==> config.mk <==
export PLATFORM = sky130hd
export DESIGN_NAME = ram2p_fifo_ctrl
export DESIGN_NICKNAME = d
export VERILOG_FILES = /design/src/rtl/ram2p_fifo_ctrl.sv
export SDC_FILE = /design/constraint.sdc
export NUM_CORES = 1
export LEC_CHECK = 0
export ABC_CLOCK_PERIOD_IN_PS = 4700
export CAP_MARGIN = 0
export CORE_MARGIN = 3
export CORE_UTILIZATION = 45
export CTS_BUF_LIST = sky130_fd_sc_hd__clkbuf_8 sky130_fd_sc_hd__clkbuf_16
export CTS_CLUSTER_SIZE = 20
export DETAILED_ROUTE_END_ITERATION = 8
export GPL_TIMING_DRIVEN = 0
export PLACE_DENSITY = 0.76
export SYNTH_ARGS = -nofsm -noshare
export SYNTH_HDL_FRONTEND = slang
export SYNTH_SLANG_ARGS = --single-unit
==> constraint.sdc <==
create_clock -name ck -period 4.7 [get_ports ck]
set_clock_uncertainty 0.1 [all_clocks]
set_input_delay 0.47 -clock ck [delete_from_list [all_inputs] [get_ports ck]]
set_output_delay 0.47 -clock ck [all_outputs]
set_load 0.005 [all_outputs]
==> src/rtl/ram2p_fifo_ctrl.sv <==
`default_nettype none
// ============================================================================
// Module   : ram2p_fifo_ctrl
// Purpose  : Single-clock byte FIFO controller around a 136x8 two-port RAM.
//            Port A of the RAM is the write side and port B the read side.
//            Producers use a valid/ready interface. Consumers see a
//            show-ahead (first-word-fall-through) interface, which is drained
//            through a 2-entry register buffer. The buffer hides the RAM's
//            one-cycle registered read.
// Optional : `define RAM2P_FIFO_AF_EN adds the registered almost_full output
//            and the AF_THRESH parameter.
// Ports    : ck                clock, all state on posedge
//            rst_n             synchronous active-low reset
//            in_valid/in_data  producer byte, accepted when in_ready
//            in_ready          FIFO can take in_data this cycle
//            out_valid/out_data head-of-FIFO byte, popped when out_ready
//            out_ready         consumer takes out_data this cycle
//            level             bytes held (RAM + in flight + buffer), registered
//            almost_full       level >= AF_THRESH, registered (optional)
//            ram_*_a           RAM write port (address, enable, write, data)
//            ram_*_b           RAM read port (address, enable, write=0, oe=1,
//                              read data returned one cycle after enable)
// Revision : 1.0  initial release
// ============================================================================
module ram2p_fifo_ctrl #(
    parameter int DEPTH = 136,
    parameter int AW    = 8,
    parameter int DW    = 8
`ifdef RAM2P_FIFO_AF_EN
    ,
    parameter int AF_THRESH = 128
`endif
) (
    input  logic          ck,
    input  logic          rst_n,
    input  logic          in_valid,
    input  logic [DW-1:0] in_data,
    output logic          in_ready,
    output logic          out_valid,
    output logic [DW-1:0] out_data,
    input  logic          out_ready,
    output logic [8:0]    level,
`ifdef RAM2P_FIFO_AF_EN
    output logic          almost_full,
`endif
    output logic [AW-1:0] ram_adr_a,
    output logic          ram_ena_a,
    output logic          ram_wri_a,
    output logic [DW-1:0] ram_wda_a,
    output logic [AW-1:0] ram_adr_b,
    output logic          ram_ena_b,
    output logic          ram_wri_b,
    output logic          ram_oe_b,
    input  logic [DW-1:0] ram_rda_b
);

    localparam int            CW          = 9;
    localparam logic [AW-1:0] c_PTR_LAST  = AW'(DEPTH - 1);
    localparam logic [CW-1:0] c_DEPTH_CNT = CW'(DEPTH);

    // ------------------------------------------------------------------------
    // State
    // ------------------------------------------------------------------------
    logic [AW-1:0] r_wptr;
    logic [AW-1:0] r_rptr;
    logic [CW-1:0] r_ram_cnt;     // words resident in the RAM, not yet read
    logic          r_rd_pend;     // a read was issued last edge; data is on ram_rda_b now
    logic [DW-1:0] r_buf_head;
    logic [DW-1:0] r_buf_tail;
    logic [1:0]    r_buf_cnt;
    logic [CW-1:0] r_level;

    // ------------------------------------------------------------------------
    // Combinational control
    // ------------------------------------------------------------------------
    logic          w_in_ready;
    logic          w_push;
    logic          w_pop;
    logic [2:0]    w_buf_occ;
    logic          w_rd_issue;
    logic [AW-1:0] w_wptr_nxt;
    logic [AW-1:0] w_rptr_nxt;
    logic [CW-1:0] w_ram_cnt_nxt;
    logic [1:0]    w_buf_cnt_nxt;
    logic [DW-1:0] w_head_nxt;
    logic [DW-1:0] w_tail_nxt;
    logic [CW-1:0] w_level_nxt;

    always_comb begin
        w_in_ready = rst_n && (r_ram_cnt < c_DEPTH_CNT);
        w_push     = in_valid && w_in_ready;
        w_pop      = (r_buf_cnt != 2'd0) && out_ready;

        // Buffer slots committed after this edge: entries held plus the byte
        // in flight, minus the one leaving. The read is issued only if a slot
        // is still free once that byte lands. A pop implies buf_cnt > 0, so
        // this expression cannot underflow.
        w_buf_occ  = {1'b0, r_buf_cnt} + {2'b00, r_rd_pend} - {2'b00, w_pop};
        w_rd_issue = rst_n && (r_ram_cnt != '0) && (w_buf_occ < 3'd2);

        w_wptr_nxt = r_wptr;
        if (w_push) begin
            w_wptr_nxt = (r_wptr == c_PTR_LAST) ? '0 : r_wptr + AW'(1);
        end

        w_rptr_nxt = r_rptr;
        if (w_rd_issue) begin
            w_rptr_nxt = (r_rptr == c_PTR_LAST) ? '0 : r_rptr + AW'(1);
        end

        w_ram_cnt_nxt = r_ram_cnt;
        if (w_push && !w_rd_issue) begin
            w_ram_cnt_nxt = r_ram_cnt + CW'(1);
        end else if (!w_push && w_rd_issue) begin
            w_ram_cnt_nxt = r_ram_cnt - CW'(1);
        end

        // Buffer update. A capture (r_rd_pend) always lands behind whatever
        // entry survives the pop, which keeps the bytes in order.
        w_buf_cnt_nxt = r_buf_cnt + {1'b0, r_rd_pend} - {1'b0, w_pop};
        w_head_nxt    = r_buf_head;
        w_tail_nxt    = r_buf_tail;
        case ({r_rd_pend, w_pop})
            2'b10: begin
                if (r_buf_cnt == 2'd0) begin
                    w_head_nxt = ram_rda_b;
                end else begin
                    w_tail_nxt = ram_rda_b;
                end
            end
            2'b11: begin
                if (r_buf_cnt == 2'd1) begin
                    w_head_nxt = ram_rda_b;
                end else begin
                    w_head_nxt = r_buf_tail;
                    w_tail_nxt = ram_rda_b;
                end
            end
            2'b01: begin
                // Popping the last entry leaves head untouched so out_data
                // keeps showing the last byte delivered.
                if (r_buf_cnt == 2'd2) begin
                    w_head_nxt = r_buf_tail;
                end
            end
            default: begin
            end
        endcase

        w_level_nxt = w_ram_cnt_nxt + CW'(w_rd_issue) + CW'(w_buf_cnt_nxt);
    end

    // ------------------------------------------------------------------------
    // Registers
    // ------------------------------------------------------------------------
    always_ff @(posedge ck) begin
        if (!rst_n) begin
            r_wptr     <= '0;
            r_rptr     <= '0;
            r_ram_cnt  <= '0;
            r_rd_pend  <= 1'b0;
            r_buf_head <= '0;
            r_buf_tail <= '0;
            r_buf_cnt  <= 2'd0;
            r_level    <= '0;
        end else begin
            r_wptr     <= w_wptr_nxt;
            r_rptr     <= w_rptr_nxt;
            r_ram_cnt  <= w_ram_cnt_nxt;
            r_rd_pend  <= w_rd_issue;
            r_buf_head <= w_head_nxt;
            r_buf_tail <= w_tail_nxt;
            r_buf_cnt  <= w_buf_cnt_nxt;
            r_level    <= w_level_nxt;
        end
    end

`ifdef RAM2P_FIFO_AF_EN
    // Computed from the next level so the flag changes on the same edge as level.
    localparam logic [CW-1:0] c_AF_LEVEL = CW'(AF_THRESH);
    logic r_almost_full;

    always_ff @(posedge ck) begin
        if (!rst_n) begin
            r_almost_full <= 1'b0;
        end else begin
            r_almost_full <= (w_level_nxt >= c_AF_LEVEL);
        end
    end

    assign almost_full = r_almost_full;
`endif

    // ------------------------------------------------------------------------
    // Outputs
    // ------------------------------------------------------------------------
    assign in_ready  = w_in_ready;
    assign out_valid = (r_buf_cnt != 2'd0);
    assign out_data  = r_buf_head;
    assign level     = r_level;

    assign ram_adr_a = r_wptr;
    assign ram_ena_a = w_push;
    assign ram_wri_a = w_push;
    assign ram_wda_a = in_data;

    assign ram_adr_b = r_rptr;
    assign ram_ena_b = w_rd_issue;
    assign ram_wri_b = 1'b0;
    assign ram_oe_b  = 1'b1;

endmodule
`default_nettype wire

---- After elaboration in Yosys (flattened, before gate mapping) ----
Cells that the tools add are included.
word-level totals
  logic and storage cells ................. 58
  flip-flop bits (word level) ............. 53
operators by class
  order comparisons ....................... 2
  reductions and logical operators ........ 16
  eq/ne operators ......................... 11
  mux-type cells .......................... 11
  add/subtract/negate cells ............... 10
operators with widths
  cell                 count
  $mux 8               7
  $pmux 8 s3           1
  $mux 9               2
  $add 8x1->8 const B  2
  $eq 8x8->1 const B   2
  $pmux 8 s2           1
  $add 9x1->9          1
  $add 9x1->9 const B  1
  $add 9x2->9          1
  $lt 9x8->1 const B   1
  $reduce_bool 9->1    1
  $sub 9x1->9 const B  1
  $ne 2x2->1 const B   4
  $logic_and 1x1->1    7
  $eq 2x2->1 const B   3
  $reduce_and 3->1     2
  $eq 2x1->1 const B   2
  $reduce_bool 2->1    2
  $add 2x1->3          1
  $lt 3x2->1 const B   1
  $reduce_bool 3->1    1
  $sub 3x1->3          1
  $add 2x1->2          1
  $logic_not 1->1      2
  2 further kinds      2

---- Depth between registers and ports, before layout ----
Gate-level depths: netlist of run 1.
  depth in word-level cells ............... 10
  depth in mapped cells ................... 20

---- Worst setup path after synthesis of run 1 ----
No wires, ideal clock.
  path type ............................... register to register
  start ................................... reg r_buf_cnt[1]
  end ..................................... reg r_level[8], in the netlist level[8]
  library setup time ...................... 0.078 ns
  slack ................................... 0.127 ns
  data required time ...................... 4.522 ns
  period minus slack after synthesis ...... 4.573 ns
  arrival time ............................ 4.395 ns
  stages on the path, launching flop included .. 19
  cell sequence ........................... dfxtp_1 -> buf_2 -> nor2b_1 -> and2_1 -> or2_2 -> ha_1 -> inv_1 -> fa_1 -> and2_0 -> buf_2 -> nand2_1 -> nor3_1 -> nor2_1 -> xnor2_1 -> fa_1 -> fa_1 -> or3_1 -> o31a_1 -> nor3_1
on the way
  word-level cells in the longest chain between the ends .. 10
  elaborated cells between the ends (all ways) .. 15
  those cells by class .................... add/sub (6); order compare (1); mux (2); reduce/logical (6)
RTL lines
  item                                                 RTL line  text
  start: declaration                                   70        logic [1:0] r_buf_cnt;
  start signal: assignment                             173       r_buf_cnt <= w_buf_cnt_nxt;
  branches (longest 9 deep; another with $add 9x1->9)  --
  $add 9x2->9 (*)                                      150       w_level_nxt = w_ram_cnt_nxt + CW'(w_rd_issue) + CW'(w_buf_cnt_nxt);
  end signal: assignment                               174       r_level <= w_level_nxt;
  end: declaration                                     71        logic [CW-1:0] r_level;
Every way passes the cells marked *.
A chain may end at the register's enable or synchronous reset.

---- Final worst setup path of run 1 ----
Same ends and word-level chain as after synthesis.

==> metrics.md, run 1 <==
| Metric | Value |
|---|---|
| Max Freq | 217.2 MHz |
| Antenna violations before repair | 0 |
| Finished Core Util | 62.25% |
| Register area share after synthesis | 37.11% |
| Top Ports | 68 |
| Clk Latency, worst-skew pair | 310 ps |
| Synth Net Count | 344 |
| Commonest non-fill, non-tap cell in the layout | clkdlybuf4s50_1 |
| Hold path cells | 2 |
| First-pass GRT wire length | 10560 um |
| Initial core utilization | 47.45% |
| Async set or reset register ratio after synthesis | 0% |
| Post-Syn Area per Cell | 9.105 sq um |
| Critical Path Max Stage Delay | 450 ps |
| Die Wd | 85.71 um |
| Via/cell ratio | 5.408 |
| Longest Clk Path Bufs | 2 |
| Status | complete, no violations |
| Worst hold endpoint | r_buf_tail[6] |
| ANT cells | 0 |
| Worst setup path category | register to register |
| RR Endpoint | level[8] |
| Final Hold Fails | 0 |
| Vias | 2477 |
| Crit start category | register |
| Min-Delay Path Class | register to register |
| CP required | 4830 ps |
| Num CTS Buffers | 5 |
| PwrDens | 530.2 nW/um^2 |
| Post-DR wirelength/cell | 14.51 um |
| GRT overflow | 0 |
| CP delay by family, top | simple AND/OR/NAND/NOR gates |
| Post-DP HPWL | 4735 um |
| Reg clk slew, reported paths | 100 ps |
| Relative slew slack | 35.22% |
| Clk Tree Root Cell | clkbuf_8 |
| Syn Inst Count | 314 |
| Layout overhead on the synthesized area | 31.20% |
| DP Area | 3523 sq um |
| Most frequent cells in the layout | clkdlybuf4s50_1 (56), dfxtp_1 (52), nor2_1 (46), buf_4 (16), mux2i_1 (16) |
| Total power | 1.989 mW |
| Max Cap Viol | 0 |
| IO buf count | 57 |
| Clock sink count | 53 |
| Post-CTS Hold Fix Bufs | 0 |
| Post-synthesis cell type count | 65 |
| Post-synth EDFFs | 0 |
| Drt drc | 0 |
| Setup WS pre-CTS | -690.9 ps |
| Tcrit/Tclk final | 97.94% |
| Critical path arrival | 4740 ps |
| Core region area | 6026 sq um |
| GRT Total Usage | 17.66% |
| Final worst slack | 96.63 ps |
| CTS tree | built |
| Largest net degree at the start of global routing | 17 |
| Final instance area | 3751 sq um |
| Slew @ Worst Pin | 965.3 ps |
| H-tree depth | 2 |
| Share of cells above drive strength 1 | 18.02% |
| Worst r2r src | r_buf_cnt[1] |
| Antenna Nets Post-Route | 0 |
| Tmin final | 4603 ps |
| Final Wtd Congestion | 0.9040 |
| Mapped cell area | 2859 sq um |
| Flops & latches, synth | 53 |
| # setup viols final | 0 |
| Vias in the first global route | 2302 |
| Buf+Inv Stages, Crit Path | 3 |
| CP Max Fanout | 7 |
| IR drop worst, VDD | 0.3175 mV |
| Die area | 7345 sq um |
| Router iterations before antenna repair | 4 |
| Final WL | 6645 um |
| Max-slew violations | 0 |
| Worst path most repeated cell | fa_2 |
| Ys Warns | 0 |
| Crit-path cells | clkbuf_4 -> nor2b_2 -> and2_4 -> or2_2 -> ha_1 -> inv_2 -> fa_2 -> and2_0 -> clkbuf_4 -> and2_4 -> a21oi_4 -> nor2_2 -> xnor2_2 -> fa_2 -> fa_2 -> or3_4 -> o31a_1 -> nor3_2 |
| Slowest stage cell, crit path | fa_2 |
| Final Net Count | 412 |
| Iter 0 DRT Violations | 95 |
| R2R setup slack | 100 ps |
| Critical Path End Type | register |
| Leak | 1.484 nW |
| Hold_sp | r_buf_tail[6] |
| Length in cells of the worst reg-to-reg path | 18 |
| Top FF cell, synth | dfxtp_1 |
| Rows | 28 |
| Die Y-Extent | 85.71 um |
==> sequential cells by signal, indices dropped and copies added, names as in the netlist <==
signal      count
level           9
r_buf_cnt       2
r_ram_cnt       9
ram_adr_a       8
r_buf_tail      8
ram_adr_b       8
out_data        8
r_rd_pend       1
==> worst reg2reg max path, stage by stage (launching register included) <==
cell and delay [ps]:
dfxtp_2 340, clkbuf_4 160, nor2b_2 160, and2_4 160
or2_2 290, ha_1 190, inv_2 70, fa_2 450
and2_0 170, clkbuf_4 170, and2_4 170, a21oi_4 150
nor2_2 80, xnor2_2 160, fa_2 430, fa_2 420
or3_4 380, o31a_1 340, nor3_2 130
==> stage by stage <==
| step | hold WS [ps] | setup TNS (ps) | std cells |
|---|---|---|---|
| after floorplan | 362.7 | 0 | 314 |
| after global placement | 373.9 | -2157 | 446 |
| after detailed placement | 384.5 | -2303 | 446 |
| after CTS | 405.3 | 0 | 455 |
| after global routing | 427.6 | -64.57 | 458 |
| final | 402.5 | 0 | 458 |
==> layout make-up <==
type / count / area (sq um)
fillers: 515 / 2275
multi-input cells: 225 / 1648
flip-flops and latches: 53 / 1062
repair buffers: 61 / 599.3
plain buffers: 23 / 173.9
well taps: 75 / 93.84
clock buffers: 6 / 82.58
inverters: 13 / 53.80
clock inverters: 2 / 37.54
==> worst max-delay path by stage <==
stage	start	end	slack, ps	cells past startpoint
3_3_place_gp	out_ready	level[8]	-670	17
5_1_grt	r_buf_cnt[1]	level[8]	-60	18
2_1_floorplan	r_buf_cnt[1]	level[8]	130	18
3_5_place_dp	out_ready	level[8]	-690	17
4_1_cts	r_buf_cnt[1]	level[8]	20	18
6_report	r_buf_cnt[1]	level[8]	100	18
==> cell usage after synthesis, drive strengths merged (6+ instances only) <==
cell | number | area share, %
ha | 7 | 3.1
a21oi | 13 | 2.3
nor2 | 48 | 6.3
o21ai | 8 | 1.4
nand3 | 7 | 1.2
inv | 11 | 1.4
dfxtp | 53 | 37
buf | 17 | 4.4
nor3 | 8 | 1.4
a211oi | 8 | 2.1
nand4 | 10 | 2.4
clkbuf | 6 | 1.5
mux2i | 16 | 5.6
xnor2 | 9 | 3.0
and2 | 7 | 1.6
nand2 | 14 | 1.8
xor2 | 9 | 2.8
==> logic make-up after synthesis <==
group,count (synthesis),share of synthesized area [%]
AOI/OAI and AO/OA,47,12.60
xor gates and xnor gates,18,5.777
adders and majority gates,10,5.164
buffers and inverters,36,7.790
DFF,53,37.11
muxes,16,5.602
other,2,0.2627
and+or+nand+nor,132,25.69
==> metal layers <==
metal  wire [um]  up-vias  part of all wire [%]  track usage (%)
li1            -     1237                     -                -
met1        3061     1149                    46            23.42
met2        3069       86                    46            28.39
met5           0        -                     0                0
met4          44        0                  0.66            5.755
met3         470        5                   7.1            4.131
==> timing repair <==
| item | in CTS | in global routing |
|---|---|---|
| resized for setup | 9 | 14 |
| endpoints found under the setup margin | 4 | 3 |
| hold endpoints to repair | 0 | 0 |
| buffers inserted | 1 | 3 |
| pin swaps | 1 | 5 |
==> where the power goes <==
part | switching [mW] | total (mW) | internal (mW)
sequential | 0.0716 | 0.619 | 0.548
combinational | 0.531 | 1.04 | 0.513
clock | 0.153 | 0.326 | 0.173
total | 0.755 | 1.99 | 1.23
Note: power is estimated with default switching activity, not from simulation.
==> run 2: changes to the inputs <==
CORE_UTILIZATION = 50   (was 45)
CTS_CLUSTER_SIZE = not set   (was 20)
DONT_BUFFER_PORTS = 1   (was not set)
PLACE_DENSITY = 0.68   (was 0.76)
TNS_END_PERCENT = 100   (was not set)
==> run 2 against run 1 <==
Design area is 15% lower; worst setup slack better by 41 ps; core utilization down 2.4 points; combinational power is 15% lower; via count is 9.0% lower; fmax is 0.89% higher; non-clock buffer count fell by 57; register-to-register slack improved by 40 ps; largest cell class unchanged.
==> metrics.md, run 2 (same netlist as run 1, synthesis figures left out) <==
| Metric | Value |
|---|---|
| RR Endpoint | level[8] |
| Critical Path End Type | register |
| CP delay by family, top | simple AND/OR/NAND/NOR gates |
| Vias in the first global route | 2161 |
| PwrDens | 573.7 nW/um^2 |
| Post-DR wirelength/cell | 15.93 um |
| Clk Tree Root Cell | clkbuf_8 |
| Final Hold Fails | 0 |
| Hold path cells | 1 |
| Max Freq | 219.2 MHz |
| Rows | 26 |
| Crit-path cells | clkbuf_4 -> nor2b_1 -> and2_1 -> or2_2 -> ha_1 -> inv_1 -> fa_2 -> and2_0 -> buf_2 -> and2_4 -> a21oi_4 -> nor2_1 -> xnor2_2 -> fa_2 -> fa_2 -> or3_4 -> o31a_1 -> nor3_2 |
| Die Y-Extent | 81.62 um |
| IO buf count | 0 |
| Tcrit/Tclk final | 97.08% |
| Top Ports | 68 |
| Longest Clk Path Bufs | 2 |
| Via/cell ratio | 5.678 |
| Post-DP HPWL | 4518 um |
| Crit start category | register |
| Largest net degree at the start of global routing | 17 |
| Share of cells above drive strength 1 | 19.88% |
| RSZ-0062 raised after global routing | true |
| Final WL | 6323 um |
| Antenna violations before repair | 0 |
| Hold_sp | out_ready |
| Worst hold endpoint | out_data[1] |
| Die area | 6661 sq um |
| Most frequent cells in the layout | dfxtp_1 (53), nor2_1 (47), buf_4 (16), mux2i_1 (16), nand2_1 (13) |
| Critical Path Max Stage Delay | 470 ps |
| M2 GR Usage | 31.35% |
| R2R setup slack | 140 ps |
| DP Cell Count | 384 |
| Net load switching power | 735.0 uW |
| Tmin final | 4563 ps |
| Clock sink count | 53 |
| CTS tree | built |
| Post-CTS Hold Fix Bufs | 0 |
| Clk Latency, worst-skew pair | 300 ps |
| Length in cells of the worst reg-to-reg path | 18 |
| H-tree depth | 2 |
| IR drop worst, VDD | 0.3310 mV |
| Commonest non-fill, non-tap cell in the layout | dfxtp_1 |
| Router iterations before antenna repair | 4 |
| Vias | 2254 |
| Status | complete, no violations |
| Die Wd | 81.62 um |
| # setup viols final | 0 |
| Busiest grt layer | met2 |
| Seq pwr share | 34.8% |
| Slew @ Worst Pin | 991.1 ps |
| Final Net Count | 356 |
| P_int | 1.085 mW |
| DP Area | 2947 sq um |
| Setup TNS Final | 0 ps |
| Buf+Inv Stages, Crit Path | 3 |
| Max-slew violations | 0 |
| Final instance area | 3173 sq um |
| Leak | 1.278 nW |
| Min-Delay Path Class | primary input to register |
| Relative slew slack | 33.48% |
| Clk pwr share | 16.8% |
| Final worst slack | 137.2 ps |
| GRT met3 Usage | 4.167% |
| First-pass GRT wire length | 9853 um |
| GRT Total Usage | 18.98% |
| ANT cells | 0 |
| Slowest stage cell, crit path | fa_2 |
| Worst setup path category | register to register |
| Initial core utilization | 53.92% |
| Worst path most repeated cell | fa_2 |
| GR Util met1 | 25.37% |
| Critical path arrival | 4690 ps |
| GRT overflow | 0 |
| Combinational fraction of design power | 48.5% |
| Num CTS Buffers | 5 |
| Antenna Nets Post-Route | 0 |
| CP Max Fanout | 7 |
| CP required | 4830 ps |
| Total power | 1.820 mW |
| Final Wtd Congestion | 0.8620 |
| Max Cap Viol | 0 |
| Hold WS | 144.6 ps |
| Core region area | 5303 sq um |
| Setup WS pre-CTS | -381.3 ps |
| Layout overhead on the synthesized area | 10.98% |
| Reg clk slew, reported paths | 100 ps |
| Final Non-Filler Cells | 397 |
| Iter 0 DRT Violations | 61 |
| Net switching fraction of the power | 40.38% |
| Worst r2r src | r_buf_cnt[1] |
| Critical Path Stages | 18 |
| Drt drc | 0 |
| Finished Core Util | 59.84% |
==> run 2: cell count changes in the layout (fill, tap and decap cells not counted), sizes merged <==
| cell | change |
|---|---|
| inv | +1 |
| clkinv | +1 |
| buf | +1 |
| clkbuf | -2 |
| dlygate4sd2 | -1 |
| clkinvlp | -1 |
| nor2 | +1 |
| clkdlybuf4s50 | -56 |
==> run 2: power groups by stage <==
stage | Combinational (mW) | Sequential, mW | Clock, mW
3_5_place_dp | 0.757 | 0.644 | 0
5_1_grt | 0.985 | 0.648 | 0.329
2_1_floorplan | 0.625 | 0.620 | 0
6_report | 0.883 | 0.633 | 0.305
3_3_place_gp | 0.744 | 0.642 | 0
4_1_cts | 0.807 | 0.634 | 0.313
==> run 2: how the worst max path moves through the flow <==
stage	startpoint	endpoint
global placement	r_buf_cnt[1]	level[8]
finish	r_buf_cnt[1]	level[8]
CTS	r_buf_cnt[1]	level[8]
floorplan	r_buf_cnt[1]	level[8]
detailed placement	r_buf_cnt[1]	level[8]
global route	r_buf_cnt[1]	level[8]
==> run 2: per-layer routing <==
layer | share of wire [%] | routed length [um]
met5 | 0 | 0
met4 | 0.55 | 35
met3 | 8.5 | 536
met2 | 47 | 2992
met1 | 44 | 2758
==> run 2: area by class of cell <==
cell class / count / area (sq um)
inverters: 13 / 53.80
flip-flops and latches: 53 / 1061
clock inverters: 3 / 42.54
clock buffers: 5 / 68.82
repair buffers: 4 / 30.03
multi-input cells: 226 / 1658
fillers: 469 / 2130
well taps: 70 / 87.58
plain buffers: 23 / 171.4
==> run 2: what timing repair did <==
item,CTS,global route
setup buffers,1,3
resized for setup,9,9
setup endpoints to repair,4,3
cloned,0,1
endpoints found under the hold margin,0,0
pin swaps,1,5
